File: src/rtl/aes_ctr_block_sequencer_if.sv
// Counter-block stream between the CTR sequencer and the AES-128 core.
// Valid/ready handshake; the sequencer is the master.
interface aes_ctr_block_sequencer_if;
   localparam int unsigned BLK_W = 128;

   logic [BLK_W-1:0] ctr_block;
   logic             ctr_valid;
   logic             ctr_ready;
   logic             ctr_last;

   modport master (output ctr_block, output ctr_valid, output ctr_last, input  ctr_ready);
   modport slave  (input  ctr_block, input  ctr_valid, input  ctr_last, output ctr_ready);
endinterface

File: src/rtl/aes_ctr_block_sequencer.sv
// Captures one LFSR IV per message, pulses the LFSR enable once, and streams
// CTR-mode counter blocks {nonce, counter} to the AES-128 core.
module aes_ctr_block_sequencer #(
   parameter int unsigned CTR_WIDTH = 32,
   parameter int unsigned CNT_WIDTH = 16
) (
   input  logic                      clk,
   input  logic                      rst,
   input  logic                      msg_start,
   input  logic [CNT_WIDTH-1:0]      msg_blocks,
   input  logic [127:0]              lfsr_iv,
   output logic                      lfsr_enable,
   output logic [127:0]              iv_used,
   aes_ctr_block_sequencer_if.master ctr,
   output logic                      busy,
   output logic                      done
);
   localparam int unsigned BLK_W = 128;

   typedef enum logic [1:0] {
      S_IDLE    = 2'd0,
      S_CAPTURE = 2'd1,
      S_EMIT    = 2'd2,
      S_DONE    = 2'd3
   } state_t;

   state_t               r_state;
   state_t               w_state_nxt;
   logic [BLK_W-1:0]     r_iv_used;
   logic [BLK_W-1:0]     w_iv_used_nxt;
   logic [CTR_WIDTH-1:0] r_counter;
   logic [CTR_WIDTH-1:0] w_counter_nxt;
   logic [CNT_WIDTH-1:0] r_remaining;
   logic [CNT_WIDTH-1:0] w_remaining_nxt;
   logic                 w_last;

   // State and datapath registers; reset aborts any message in flight.
   always_ff @(posedge clk) begin
      if (rst) begin
         r_state     <= S_IDLE;
         r_iv_used   <= '0;
         r_counter   <= '0;
         r_remaining <= '0;
      end else begin
         r_state     <= w_state_nxt;
         r_iv_used   <= w_iv_used_nxt;
         r_counter   <= w_counter_nxt;
         r_remaining <= w_remaining_nxt;
      end
   end

   assign w_last = (r_remaining == CNT_WIDTH'(1));

   // Next-state and datapath update; outputs decode registered state only.
   always_comb begin
      w_state_nxt     = r_state;
      w_iv_used_nxt   = r_iv_used;
      w_counter_nxt   = r_counter;
      w_remaining_nxt = r_remaining;
      lfsr_enable     = 1'b0;
      busy            = 1'b1;
      done            = 1'b0;
      ctr.ctr_valid   = 1'b0;
      ctr.ctr_last    = 1'b0;

      case (r_state)
         S_IDLE: begin
            busy = 1'b0;
            if (msg_start && (msg_blocks != '0)) begin
               w_iv_used_nxt   = lfsr_iv;
               w_counter_nxt   = lfsr_iv[CTR_WIDTH-1:0];
               w_remaining_nxt = msg_blocks;
               w_state_nxt     = S_CAPTURE;
            end
         end
         S_CAPTURE: begin
            lfsr_enable = 1'b1;
            w_state_nxt = S_EMIT;
         end
         S_EMIT: begin
            ctr.ctr_valid = 1'b1;
            ctr.ctr_last  = w_last;
            // Counter wraps inside its field; the nonce bits never see a carry.
            if (ctr.ctr_ready) begin
               w_counter_nxt   = r_counter + CTR_WIDTH'(1);
               w_remaining_nxt = r_remaining - CNT_WIDTH'(1);
               if (w_last) begin
                  w_state_nxt = S_DONE;
               end
            end
         end
         S_DONE: begin
            done        = 1'b1;
            w_state_nxt = S_IDLE;
         end
         default: begin
            w_state_nxt = S_IDLE;
         end
      endcase
   end

   assign iv_used       = r_iv_used;
   assign ctr.ctr_block = {r_iv_used[BLK_W-1:CTR_WIDTH], r_counter};

endmodule

File: src/flat_wrapper.sv
// flat-port wrapper written by rule: the top's interface ports become plain ports
module aes_ctr_block_sequencer_flat 
#(
   parameter int unsigned CTR_WIDTH = 32,
   parameter int unsigned CNT_WIDTH = 16
)
  (clk, rst, msg_start, msg_blocks, lfsr_iv, lfsr_enable, iv_used, busy, done, ctr_ctr_block, ctr_ctr_valid, ctr_ctr_last, ctr_ctr_ready);
  aes_ctr_block_sequencer_if ctr_i ();
  input  logic clk;
  input  logic rst;
  input  logic msg_start;
  input  logic [CNT_WIDTH-1:0] msg_blocks;
  input  logic [127:0] lfsr_iv;
  output logic lfsr_enable;
  output logic [127:0] iv_used;
  output logic busy;
  output logic done;
  output wire logic [$bits(ctr_i.ctr_block)-1:0] ctr_ctr_block;
  output wire logic [$bits(ctr_i.ctr_valid)-1:0] ctr_ctr_valid;
  output wire logic [$bits(ctr_i.ctr_last)-1:0] ctr_ctr_last;
  input wire logic [$bits(ctr_i.ctr_ready)-1:0] ctr_ctr_ready;
  assign ctr_ctr_block = ctr_i.ctr_block;
  assign ctr_ctr_valid = ctr_i.ctr_valid;
  assign ctr_ctr_last = ctr_i.ctr_last;
  assign ctr_i.ctr_ready = ctr_ctr_ready;
  aes_ctr_block_sequencer #(.CTR_WIDTH(CTR_WIDTH), .CNT_WIDTH(CNT_WIDTH)) u_core (.clk(clk), .rst(rst), .msg_start(msg_start), .msg_blocks(msg_blocks), .lfsr_iv(lfsr_iv), .lfsr_enable(lfsr_enable), .iv_used(iv_used), .ctr(ctr_i), .busy(busy), .done(done));
endmodule
File: config.mk
export PLATFORM = sky130hd
export DESIGN_NAME = aes_ctr_block_sequencer_flat
export DESIGN_NICKNAME = d
export VERILOG_FILES = /design/src/rtl/aes_ctr_block_sequencer_if.sv /design/src/rtl/aes_ctr_block_sequencer.sv /design/src/flat_wrapper.sv
export SDC_FILE = /design/constraint.sdc
export NUM_CORES = 1
export LEC_CHECK = 0
export BUFFER_PORTS_ARGS = -buffer_cell sky130_fd_sc_hd__buf_2
export CORE_AREA = 2 2 158 160
export CTS_CLUSTER_SIZE = 20
export DETAILED_ROUTE_END_ITERATION = 10
export DIE_AREA = 0 0 160 162
export PLACE_DENSITY = 0.7
export SLEW_MARGIN = 20
export SYNTH_ARGS = -nofsm -noshare
export SYNTH_HDL_FRONTEND = slang
export SYNTH_SLANG_ARGS = --single-unit
File: constraint.sdc
create_clock -name clk -period 6.3 [get_ports clk]
set_input_delay 1.26 -clock clk [delete_from_list [all_inputs] [get_ports clk]]
set_output_delay 1.26 -clock clk [all_outputs]
set_load 0.1 [all_outputs]
==> implementation parameters, run 1 <==
Parameter                              Value

Global route
  Met2 track demand over resource in global routing ... 38.02%
  Vias in the first global route ... 7,860
  Layer carrying the most global-route usage ... met2
  Sum of overflow across all layers after global routing ... 0
  Grt met1 use ... 24.34%
  GRT Util Overall ... 21.30%
  First-pass GRT wire length ... 43,610 um
  Pin count of the biggest net entering global routing ... 76
  Number of antenna violations at the first check in global routing ... 7
  GRT met3 Usage ... 6.563%

Route
  Vias per cell ... 5.121
  Number of routed nets with antenna violations ... 0
  DRC violation total after the first TritonRoute iteration ... 505
  Final routed DRC violation total ... 0
  WL/cell ... 17.38 um
  Detailed-route wire length ... 29,460 um
  Detailed Routing Iterations Pass 1 ... 5
  Total number of vias ... 8,680

Layout
  Fill cells ... 2,553
  Final standard cell count with taps included and fillers excluded ... 1,695
  Share of cells above drive strength 1 ... 34.09%
  Net count, final ... 1,510
  P&R area growth vs syn ... 24.04%

Worst setup path
  Crit path largest cell delay ... 0.75 ns
  Worst reg2reg path startpoint ... u_core.r_state[0]$_SDFFE_PP0P_
  Category of the critical setup timing path ... flip-flop to output pin
  Cell with the largest stage delay on the worst path ... sky130_fd_sc_hd__ha_2
  Critical register-to-register path endpoint ... u_core.r_counter[28]$_SDFFE_PP0P_
  Data arrival, critical path ... 2.72 ns
  CP Cell Sequence ... inv_1, ha_2, buf_4, buf_2
  Bufs and invs on worst path ... 3
  Crit path from ... u_core.r_state[0]$_SDFFE_PP0P_
  Slack of the worst reg-to-reg path ... 3.25 ns
  Startpoint type of the worst setup path ... flip-flop
  Setup crit end kind ... output pin
  Worst Reg2Reg Path Length in Cells ... 7
  Critical Path RT ... 5.04 ns
  Top Family by Delay on Critical Path ... buffers and inverters
  CP Max Fanout ... 45

Synth
  Avg Cell Area, Syn ... 7.716 um2
  Post-synth EDFFs ... 0
  Top cells by instance count after synthesis ... sky130_fd_sc_hd__nand2_1 (303), sky130_fd_sc_hd__a21oi_1 (180), sky130_fd_sc_hd__dfxtp_1 (178)
  Share of the synthesized area in the top cell type ... 42.06%
  Largest cells by area after synthesis ... sky130_fd_sc_hd__dfxtp_1 (42%), sky130_fd_sc_hd__nand2_1 (13%), sky130_fd_sc_hd__a21oi_1 (11%), sky130_fd_sc_hd__buf_4 (8.6%), sky130_fd_sc_hd__clkbuf_1 (2.2%)
  Most instantiated library cell after synthesis ... sky130_fd_sc_hd__nand2_1
  Most used flip-flop cell after synthesis ... sky130_fd_sc_hd__dfxtp_1
  Leading area contributor after synthesis ... sky130_fd_sc_hd__dfxtp_1
  Netlist cell types ... 65
  Cell area after technology mapping ... 0.008472 mm2
  Post-synth ARST share ... 0%
  Share of synthesized area occupied by flip-flops and latches ... 42.06%
  Number of synthesized register bits ... 178
  Post-Synthesis Cells ... 1,098
  Warnings from Yosys ... 0
  Net count after synthesis ... 1,254

Timing
  Slew HR ... 38.26%
  Fin Hold WS ... 0.4517 ns
  Portion of the clock cycle consumed by the worst path in the final layout ... 63.12%
  Pins Over Slew Limit ... 0
  TNS Setup ... 0 ns
  Final hold viol count ... 0
  Unrepaired setup endpoints after global routing ... no
  Fmax ... 251.5 MHz
  Actual slew at the worst max-slew pin ... 0.9262 ns
  Number of failing setup endpoints in the final timing report ... 0
  Minimum clock period ... 3.977 ns
  Clock Skews ... 0.01537 ns

Worst hold path
  Hold Path Origin ... u_core.iv_used[30]$_SDFFE_PP0P_
  Hold path depth ... 2
  Hold Path Sink ... u_core.iv_used[30]$_SDFFE_PP0P_
  HP Class ... flip-flop to flip-flop

Floorplanning
  Total Die Area ... 0.02592 mm2
  Die Height ... 162 um
  Core region area ... 0.02411 mm2
  Initial cell density of the core ... 35.14%
  Number of cell rows ... 57
  Die width ... 160 um
  IO Count ... 409

CTS
  Clock-pin transition on the worst setup and hold timing paths ... 0.07 ns
  Clock Root Buffer ... sky130_fd_sc_hd__clkbuf_16
  Number of CTS-inserted buffers ... 17
  CTS tree ... yes
  CTS-repair resized insts ... 0
  Number of buffers inserted by hold repair at cts ... 0
  Sinks on the clock net ... 178
  Maximum clock path buffer count ... 2
  Setup bufs post-CTS ... 0
  CTS H-tree lvls ... 4
  Clk Latency, worst-skew pair ... 0.43 ns

Place
  Post-DP HPWL ... 21,350 um
  Routability congestion estimate from global placement ... 0.9491
  # port buffers ... 408
  Number of instances in the placed design ... 1,659

Job
  Max-cap viol count ... 0

Outcome
  Status ... complete, no violations

Power and ir drop
  Peak ir drop on the vdd network ... 282.8 uV
  Leakage power figure ... 4.844 nW
  Total Power ... 6.718 mW
  Areal power density over the cells ... 639.2 mW/mm2
report_power, final:
group	internal (mW)	total [mW]	leakage (nW)	switching, mW
Combinational	0.594	3.97	3.11	3.38
Sequential	1.40	1.68	1.46	0.281
Clock	0.559	1.07	0.274	0.506
sequential cells by signal, indices dropped and copies added, names as in the netlist:
signal / cells
u_core.iv_used: 128
u_core.r_counter: 32
u_core.r_remaining: 16
u_core.r_state: 2
placed cells by master (no fill, tap or decap), drive strengths merged, types with 6 or more instances in the layout:
cell type	netlist	final
nor3	12	12
nor2	26	26
dfxtp	178	178
inv	10	15
and3	12	12
a21oi	180	180
ha	8	8
o2bb2ai	6	6
nand2	303	303
nand3	19	19
a211oi	12	12
clkbuf	50	18
buf	128	415
nand4	8	8
and4	8	8
nor4	15	15
o32ai	14	14
o21ai	29	29
logic make-up (layout without fill, tap and decap cells):
| group | count (synthesis) | in the layout | synth area share [%] |
|---|---|---|---|
| other cells | 0 | 4 | 0 |
| compound gates | 288 | 288 | 20.16 |
| buf+inv | 188 | 457 | 13.32 |
| flops | 178 | 178 | 42.06 |
| simple gates | 430 | 430 | 22.51 |
| mux | 6 | 6 | 0.7680 |
| fa+ha+maj | 8 | 8 | 1.182 |
stage by stage:
stage	setup slack [ns]	instance area (um2)	util (%)
after floorplan	1.993	8472	-
after global placement	2.466	9915	41.13
after detailed placement	2.393	9915	41.13
after CTS	2.316	10490	43.53
after global routing	2.174	10510	43.58
final	2.323	10510	43.59
worst min-delay path, stage by stage (launching register included):
cell	delay, ns
sky130_fd_sc_hd__dfxtp_1	0.31
sky130_fd_sc_hd__nand2_1	0.05
sky130_fd_sc_hd__a21oi_1	0.05
worst max path at each step:
stage	end	slack (ns)	depth (start not counted)
3_3_place_gp	u_core.iv_used[24]$_SDFFE_PP0P_	2.47	7
5_1_grt	ctr_ctr_valid	2.17	4
6_report	ctr_ctr_valid	2.32	4
3_5_place_dp	u_core.iv_used[92]$_SDFFE_PP0P_	2.39	7
4_1_cts	ctr_ctr_valid	2.32	4
2_1_floorplan	ctr_ctr_last	1.99	7
area by class of cell:
type / instances / area (um2) / area share, %
Sequential cell: 178 / 3563 / 33.91
Timing Repair Buffer: 415 / 2101 / 19.99
Multi-Input combinational cell: 732 / 3814 / 36.29
Clock buffer: 18 / 429.2 / 4.084
Tap cell: 324 / 405.4 / 3.858
Inverter: 10 / 37.54 / 0.3572
Antenna cell: 4 / 10.01 / 0.09525
Clock inverter: 14 / 148.9 / 1.417
metal layers:
layer / vias up / wire length [um]
met2: 342 / 15010
li1: 4211 / -
met4: 6 / 582
met1: 4077 / 11430
met3: 44 / 2382
met5: - / 46
(Power assumes the default switching activity.)
==> run 2: changes to the inputs <==
- PLACE_DENSITY: 0.7 -> 0.73
- clock period: 6.3 -> 3.62 ns (I/O delays scaled with it)
==> implementation parameters, run 2 (synthesis results as in run 1) <==
Parameter                              Value

Outcome
  Status ... complete, no violations (unchanged)

Route
  Vias per cell ... 5.113 (was 5.121)
  Total number of vias ... 8,698 (was 8,680)
  WL/cell ... 17.34 um (was 17.38 um)
  DRC violation total after the first TritonRoute iteration ... 676 (was 505)
  Detailed-route wire length ... 29,500 um (was 29,460 um)
  Detailed Routing Iterations Pass 1 ... 7 (was 5)
  Final routed DRC violation total ... 0 (unchanged)
  Number of routed nets with antenna violations ... 0 (unchanged)

Place
  Number of instances in the placed design ... 1,662 (was 1,659)
  Routability congestion estimate from global placement ... 0.8453 (was 0.9491)
  Post-DP HPWL ... 21,710 um (was 21,350 um)
  # port buffers ... 408 (unchanged)

Floorplanning
  Number of cell rows ... 57 (unchanged)
  Total Die Area ... 0.02592 mm2 (unchanged)
  IO Count ... 409 (unchanged)
  Core region area ... 0.02411 mm2 (unchanged)
  Die Height ... 162 um (unchanged)
  Initial cell density of the core ... 35.14% (unchanged)
  Die width ... 160 um (unchanged)

Timing
  Final hold viol count ... 0 (unchanged)
  Minimum clock period ... 2.952 ns
  Pins Over Slew Limit ... 0 (unchanged)
  Actual slew at the worst max-slew pin ... 1.045 ns (was 0.9262 ns)
  TNS Setup ... 0 ns (unchanged)
  Slew HR ... 30.35% (was 38.26%)
  Fin Hold WS ... 0.4531 ns (was 0.4517 ns)
  Unrepaired setup endpoints after global routing ... no (unchanged)
  Fmax ... 338.7 MHz
  Portion of the clock cycle consumed by the worst path in the final layout ... 81.55%
  Clock Skews ... 0.01319 ns (was 0.01537 ns)
  Number of failing setup endpoints in the final timing report ... 0 (unchanged)

Worst hold path
  Hold path depth ... 2 (unchanged)
  HP Class ... flip-flop to flip-flop (unchanged)

CTS
  Clock Root Buffer ... sky130_fd_sc_hd__clkbuf_16 (unchanged)
  Maximum clock path buffer count ... 2 (unchanged)
  Clock-pin transition on the worst setup and hold timing paths ... 0.08 ns (was 0.07 ns)
  Sinks on the clock net ... 178 (unchanged)
  Setup bufs post-CTS ... 0 (unchanged)
  Number of CTS-inserted buffers ... 17 (unchanged)
  CTS-repair resized insts ... 0 (unchanged)
  CTS tree ... yes (unchanged)
  Number of buffers inserted by hold repair at cts ... 0 (unchanged)
  Clk Latency, worst-skew pair ... 0.44 ns (was 0.43 ns)
  CTS H-tree lvls ... 4 (unchanged)

Layout
  Commonest non-fill, non-tap cells in the layout ... sky130_fd_sc_hd__buf_2 (407), sky130_fd_sc_hd__nand2_1 (303), sky130_fd_sc_hd__a21oi_1 (180) (unchanged)
  Share of cells above drive strength 1 ... 34.38% (was 34.09%)
  P&R area growth vs syn ... 24.68% (was 24.04%)
  Final standard cell count with taps included and fillers excluded ... 1,701 (was 1,695)
  Final core utilization ... 43.82% (was 43.59%)
  Number of flip-flops in the largest register ... 128 (unchanged)
  Commonest non-fill, non-tap cell in the layout ... sky130_fd_sc_hd__buf_2 (unchanged)
  Net count, final ... 1,513 (was 1,510)

Worst setup path
  Bufs and invs on worst path ... 2 (was 3)
  Top Family by Delay on Critical Path ... simple AND/OR/NAND/NOR gates (was buffers and inverters)
  Category of the critical setup timing path ... flip-flop to output pin (unchanged)
  CP Cell Sequence ... inv_1, ha_1, nor4b_1, and4_1, and2_2, buf_2 (was inv_1, ha_2, buf_4, buf_2)
  Crit. path cell count ... 6 (was 4)
  CP Max Fanout ... 5 (was 45)
  Crit path largest cell delay ... 0.42 ns (was 0.75 ns)
  Setup crit end kind ... output pin (unchanged)
  Startpoint type of the worst setup path ... flip-flop (unchanged)
  Data arrival, critical path ... 2.23 ns (was 2.72 ns)
  Critical Path RT ... 2.90 ns (was 5.04 ns)
  Cell with the largest stage delay on the worst path ... sky130_fd_sc_hd__buf_2 (was sky130_fd_sc_hd__ha_2)
  Worst Reg2Reg Path Length in Cells ... 7 (unchanged)

Global route
  GRT Util Overall ... 21.51% (was 21.30%)
  Pin count of the biggest net entering global routing ... 78 (was 76)
  First-pass GRT wire length ... 43,880 um (was 43,610 um)
  Number of antenna violations at the first check in global routing ... 10 (was 7)
  Sum of overflow across all layers after global routing ... 0 (unchanged)
  Vias in the first global route ... 7,979 (was 7,860)

Power and ir drop
  Leakage power figure ... 4.873 nW (was 4.844 nW)
  Peak ir drop on the vdd network ... 701.9 uV (was 282.8 uV)
  Areal power density over the cells ... 1107 mW/mm2 (was 639.2 mW/mm2)

Job
  Max-cap viol count ... 0 (unchanged)
## run 2: cell type report
class	instances	area, um2
antenna	7	17.52
sequential	178	3563
timing repair buffer	418	2161
inverter	10	37.54
multi-input combinational	732	3809
clock buffer	18	439.2
clock inverter	14	130.1
fill	2499	13540
tap	324	405.4
## run 2: stage by stage
stage	power [mW]	setup WS [ns]	instance area (um2)
floorplan	8.962	0.1226	8473
global placement	9.850	0.8489	9976
detailed placement	9.905	0.7160	9976
CTS	11.74	0.6624	10550
global route	12.17	0.5906	10560
finish	11.70	0.6678	10560
## run 2: per-layer routing
metal | global-route usage (%) | vias up | routed length [um]
li1 | - | 4205 | -
met1 | 24.34 | 4077 | 11330
met2 | 37.19 | 355 | 14770
met3 | 7.431 | 55 | 2548
met4 | 8.763 | 6 | 818
met5 | 0 | - | 39
## run 2: worst min-delay path: stages, from the launching register on
cell	delay, ns
sky130_fd_sc_hd__dfxtp_1	0.31
sky130_fd_sc_hd__nand2_1	0.05
sky130_fd_sc_hd__a21oi_1	0.05
## run 2: worst paths after layout
| check | start | endpoint | slack, ns |
|---|---|---|---|
| worst min register to register | u_core.iv_used[29]$_SDFFE_PP0P_ | u_core.iv_used[29]$_SDFFE_PP0P_ | 0.45 |
| worst max-delay path | u_core.r_remaining[1]$_SDFFE_PP0P_ | ctr_ctr_last | 0.67 |
| worst min-delay path | u_core.iv_used[29]$_SDFFE_PP0P_ | u_core.iv_used[29]$_SDFFE_PP0P_ | 0.45 |
| worst max register to register | u_core.r_state[0]$_SDFFE_PP0P_ | u_core.r_counter[11]$_SDFFE_PP0P_ | 0.89 |
## run 2: power by group
part,switching (mW),internal [mW],total [mW]
registers,0.473,2.43,2.91
clock network,0.903,0.932,1.83
logic,5.88,1.07,6.95
==> run 3: changes to the inputs <==
- clock period: 3.62 -> 2.7 ns (I/O delays scaled with it)
==> implementation parameters, run 3 (synthesis results as in run 1) <==
Parameter                              Value

Floorplanning
  IO Count ... 409 (unchanged)
  Die Height ... 162 um (unchanged)
  Initial cell density of the core ... 35.14% (unchanged)
  Die width ... 160 um (unchanged)
  Number of cell rows ... 57 (unchanged)
  Total Die Area ... 0.02592 mm2 (unchanged)
  Core region area ... 0.02411 mm2 (unchanged)

Power and ir drop
  Internal power contribution ... 6.018 mW (was 4.438 mW)
  Net Sw Power ... 9.769 mW (was 7.259 mW)
  Peak ir drop on the vdd network ... 723.0 uV (was 701.9 uV)
  Switching power as a share of total power ... 61.88% (was 62.06%)
  Leakage power figure ... 4.928 nW (was 4.873 nW)
  Areal power density over the cells ... 1481 mW/mm2 (was 1107 mW/mm2)
  Combinational group share of total power ... 59.6% (was 59.5%)
  Clock network fraction of total power ... 15.7% (about the same)
  Reg power frac ... 24.8% (was 24.9%)

Timing
  Pins Over Slew Limit ... 0 (unchanged)
  Number of failing setup endpoints in the final timing report ... 0 (unchanged)
  Actual slew at the worst max-slew pin ... 0.9132 ns (was 1.045 ns)
  Final hold viol count ... 0 (unchanged)
  TNS Setup ... 0 ns (unchanged)
  Clock Skews ... 0.01773 ns (was 0.01319 ns)
  Fmax ... 396.5 MHz
  Unrepaired setup endpoints after global routing ... no (unchanged)
  Minimum clock period ... 2.522 ns
  Slew HR ... 39.12% (was 30.35%)
  Portion of the clock cycle consumed by the worst path in the final layout ... 93.42%

Route
  WL/cell ... 17.21 um (was 17.34 um)
  Vias per cell ... 5.071 (was 5.113)
  Detailed-route wire length ... 29,360 um (was 29,500 um)
  Final routed DRC violation total ... 0 (unchanged)
  Number of routed nets with antenna violations ... 0 (unchanged)
  DRC violation total after the first TritonRoute iteration ... 630 (was 676)
  Total number of vias ... 8,651 (was 8,698)
  Detailed Routing Iterations Pass 1 ... 5 (was 7)

Global route
  Pin count of the biggest net entering global routing ... 86 (was 78)
  First-pass GRT wire length ... 43,420 um (was 43,880 um)
  Vias in the first global route ... 7,635 (was 7,979)
  GRT Util Overall ... 21.29% (was 21.51%)
  Sum of overflow across all layers after global routing ... 0 (unchanged)
  Number of antenna violations at the first check in global routing ... 2 (was 10)

Layout
  Net count, final ... 1,522 (was 1,513)
  Number of flip-flops in the largest register ... 128 (unchanged)
  Share of cells above drive strength 1 ... 34.81% (was 34.38%)
  Final core utilization ... 44.21% (was 43.82%)
  Commonest non-fill, non-tap cell in the layout ... sky130_fd_sc_hd__buf_2 (unchanged)
  Commonest non-fill, non-tap cells in the layout ... sky130_fd_sc_hd__buf_2 (405), sky130_fd_sc_hd__nand2_1 (303), sky130_fd_sc_hd__a21oi_1 (180) (was sky130_fd_sc_hd__buf_2 (407), sky130_fd_sc_hd__nand2_1 (303), sky130_fd_sc_hd__a21oi_1 (180))
  P&R area growth vs syn ... 25.80% (was 24.68%)

Worst setup path
  Cell with the largest stage delay on the worst path ... sky130_fd_sc_hd__dfxtp_1 (was sky130_fd_sc_hd__buf_2)
  Bufs and invs on worst path ... 1 (was 2)
  CP Max Fanout ... 5 (unchanged)
  Setup crit end kind ... output pin (unchanged)
  Worst reg2reg path startpoint ... u_core.r_state[1]$_SDFFE_PP0P_ (was u_core.r_state[0]$_SDFFE_PP0P_)
  Crit path from ... u_core.r_remaining[0]$_SDFFE_PP0P_ (was u_core.r_remaining[1]$_SDFFE_PP0P_)
  Data arrival, critical path ... 1.98 ns (was 2.23 ns)
  Startpoint type of the worst setup path ... flip-flop (unchanged)
  Top Family by Delay on Critical Path ... simple AND/OR/NAND/NOR gates (unchanged)
  Crit path largest cell delay ... 0.41 ns (was 0.42 ns)
  Critical Path RT ... 2.16 ns (was 2.90 ns)
  CP Cell Sequence ... ha_1, nor4b_1, and4_1, and2_4, clkbuf_4 (was inv_1, ha_1, nor4b_1, and4_1, and2_2, buf_2)
  Category of the critical setup timing path ... flip-flop to output pin (unchanged)

Outcome
  Status ... complete, no violations (unchanged)

Place
  # port buffers ... 408 (unchanged)
  Routability congestion estimate from global placement ... 0.9002 (was 0.8453)
  Post-DP HPWL ... 21,660 um (was 21,710 um)

CTS
  Clock Root Buffer ... sky130_fd_sc_hd__clkbuf_16 (unchanged)
  Clk Latency, worst-skew pair ... 0.44 ns (about the same)
  Number of buffers inserted by hold repair at cts ... 0 (unchanged)
  Sinks on the clock net ... 178 (unchanged)
  Setup bufs post-CTS ... 0 (unchanged)
  Clock-pin transition on the worst setup and hold timing paths ... 0.08 ns (about the same)
  CTS tree ... yes (unchanged)
  Number of CTS-inserted buffers ... 17 (unchanged)
  CTS H-tree lvls ... 4 (unchanged)
  Maximum clock path buffer count ... 2 (unchanged)

Job
  Max-cap viol count ... 0 (unchanged)

Worst hold path
  Hold Path Origin ... lfsr_iv[72] (was u_core.iv_used[29]$_SDFFE_PP0P_)
  HP Class ... input pin to flip-flop (was flip-flop to flip-flop)
run 3: changes by cell type in the layout (fill, tap and decap cells not counted), moves of 2 or more:
cell / previous run / this run
sky130_fd_sc_hd__buf_4: 7 / 15
sky130_fd_sc_hd__clkbuf_4: 0 / 2
sky130_fd_sc_hd__diode_2: 7 / 3
sky130_fd_sc_hd__buf_2: 407 / 405
run 3: final cells by class:
| type | instances | area [um2] |
|---|---|---|
| fill | 2513 | 13450 |
| multi-input combinational | 732 | 3820 |
| sequential | 178 | 3563 |
| timing repair buffer | 427 | 2246 |
| clock buffer | 18 | 439.2 |
| tap | 324 | 405.4 |
| clock inverter | 14 | 138.9 |
| inverter | 10 | 37.54 |
| antenna | 3 | 7.507 |
run 3: layer usage:
layer | routed length [um] | track usage [%]
met5 | 0 | 0
met2 | 14650 | 36.91
met1 | 11950 | 26.17
met3 | 2230 | 5.669
met4 | 533 | 5.856
run 3: per-stage QoR:
step / cell area [um2] / total power, mW / setup slack (ns) / instances / hold slack [ns]
2_1_floorplan: 8488 / 12.03 / 0.1041 / 1098 / 0.4540
3_3_place_gp: 10070 / 13.28 / 0.4087 / 1671 / 0.4407
3_5_place_dp: 10070 / 13.36 / 0.3522 / 1671 / 0.4436
4_1_cts: 10650 / 15.85 / 0.05449 / 1703 / 0.3096
5_1_grt: 10660 / 16.41 / 0.05195 / 1705 / 0.3131
6_report: 10660 / 15.79 / 0.1776 / 1706 / 0.3277
run 3: path summary, 6_finish.rpt:
path	to	slack (ns)	depth (start not counted)
hold / removal	u_core.iv_used[72]$_SDFFE_PP0P_	0.33	3
setup / recovery	ctr_ctr_last	0.18	5
setup reg to reg	u_core.r_counter[0]$_SDFFE_PP0P_	0.35	8
hold reg to reg	u_core.iv_used[3]$_SDFFE_PP0P_	0.45	2
run 3: tightest hold or removal path: cells and delay by family:
kind	cells	cell delay (ns)
buffers and inverters	1	0.09
AOI/OAI and AO/OA	1	0.05
and+or+nand+nor	1	0.04
run 3: repair_timing:
item / 4_1_cts / 5_1_grt
resized for setup: 0 / 2
hold endpoints to repair: 0 / 0
setup endpoints to repair: 0 / 2
run 3: power by group through the flow:
stage,sequential (mW),clock (mW),combinational (mW)
global route,4.00,2.64,9.77
floorplan,7.67,0,4.36
CTS,3.89,2.54,9.41
finish,3.91,2.47,9.40
detailed placement,3.95,0,9.40
global placement,3.92,0,9.36
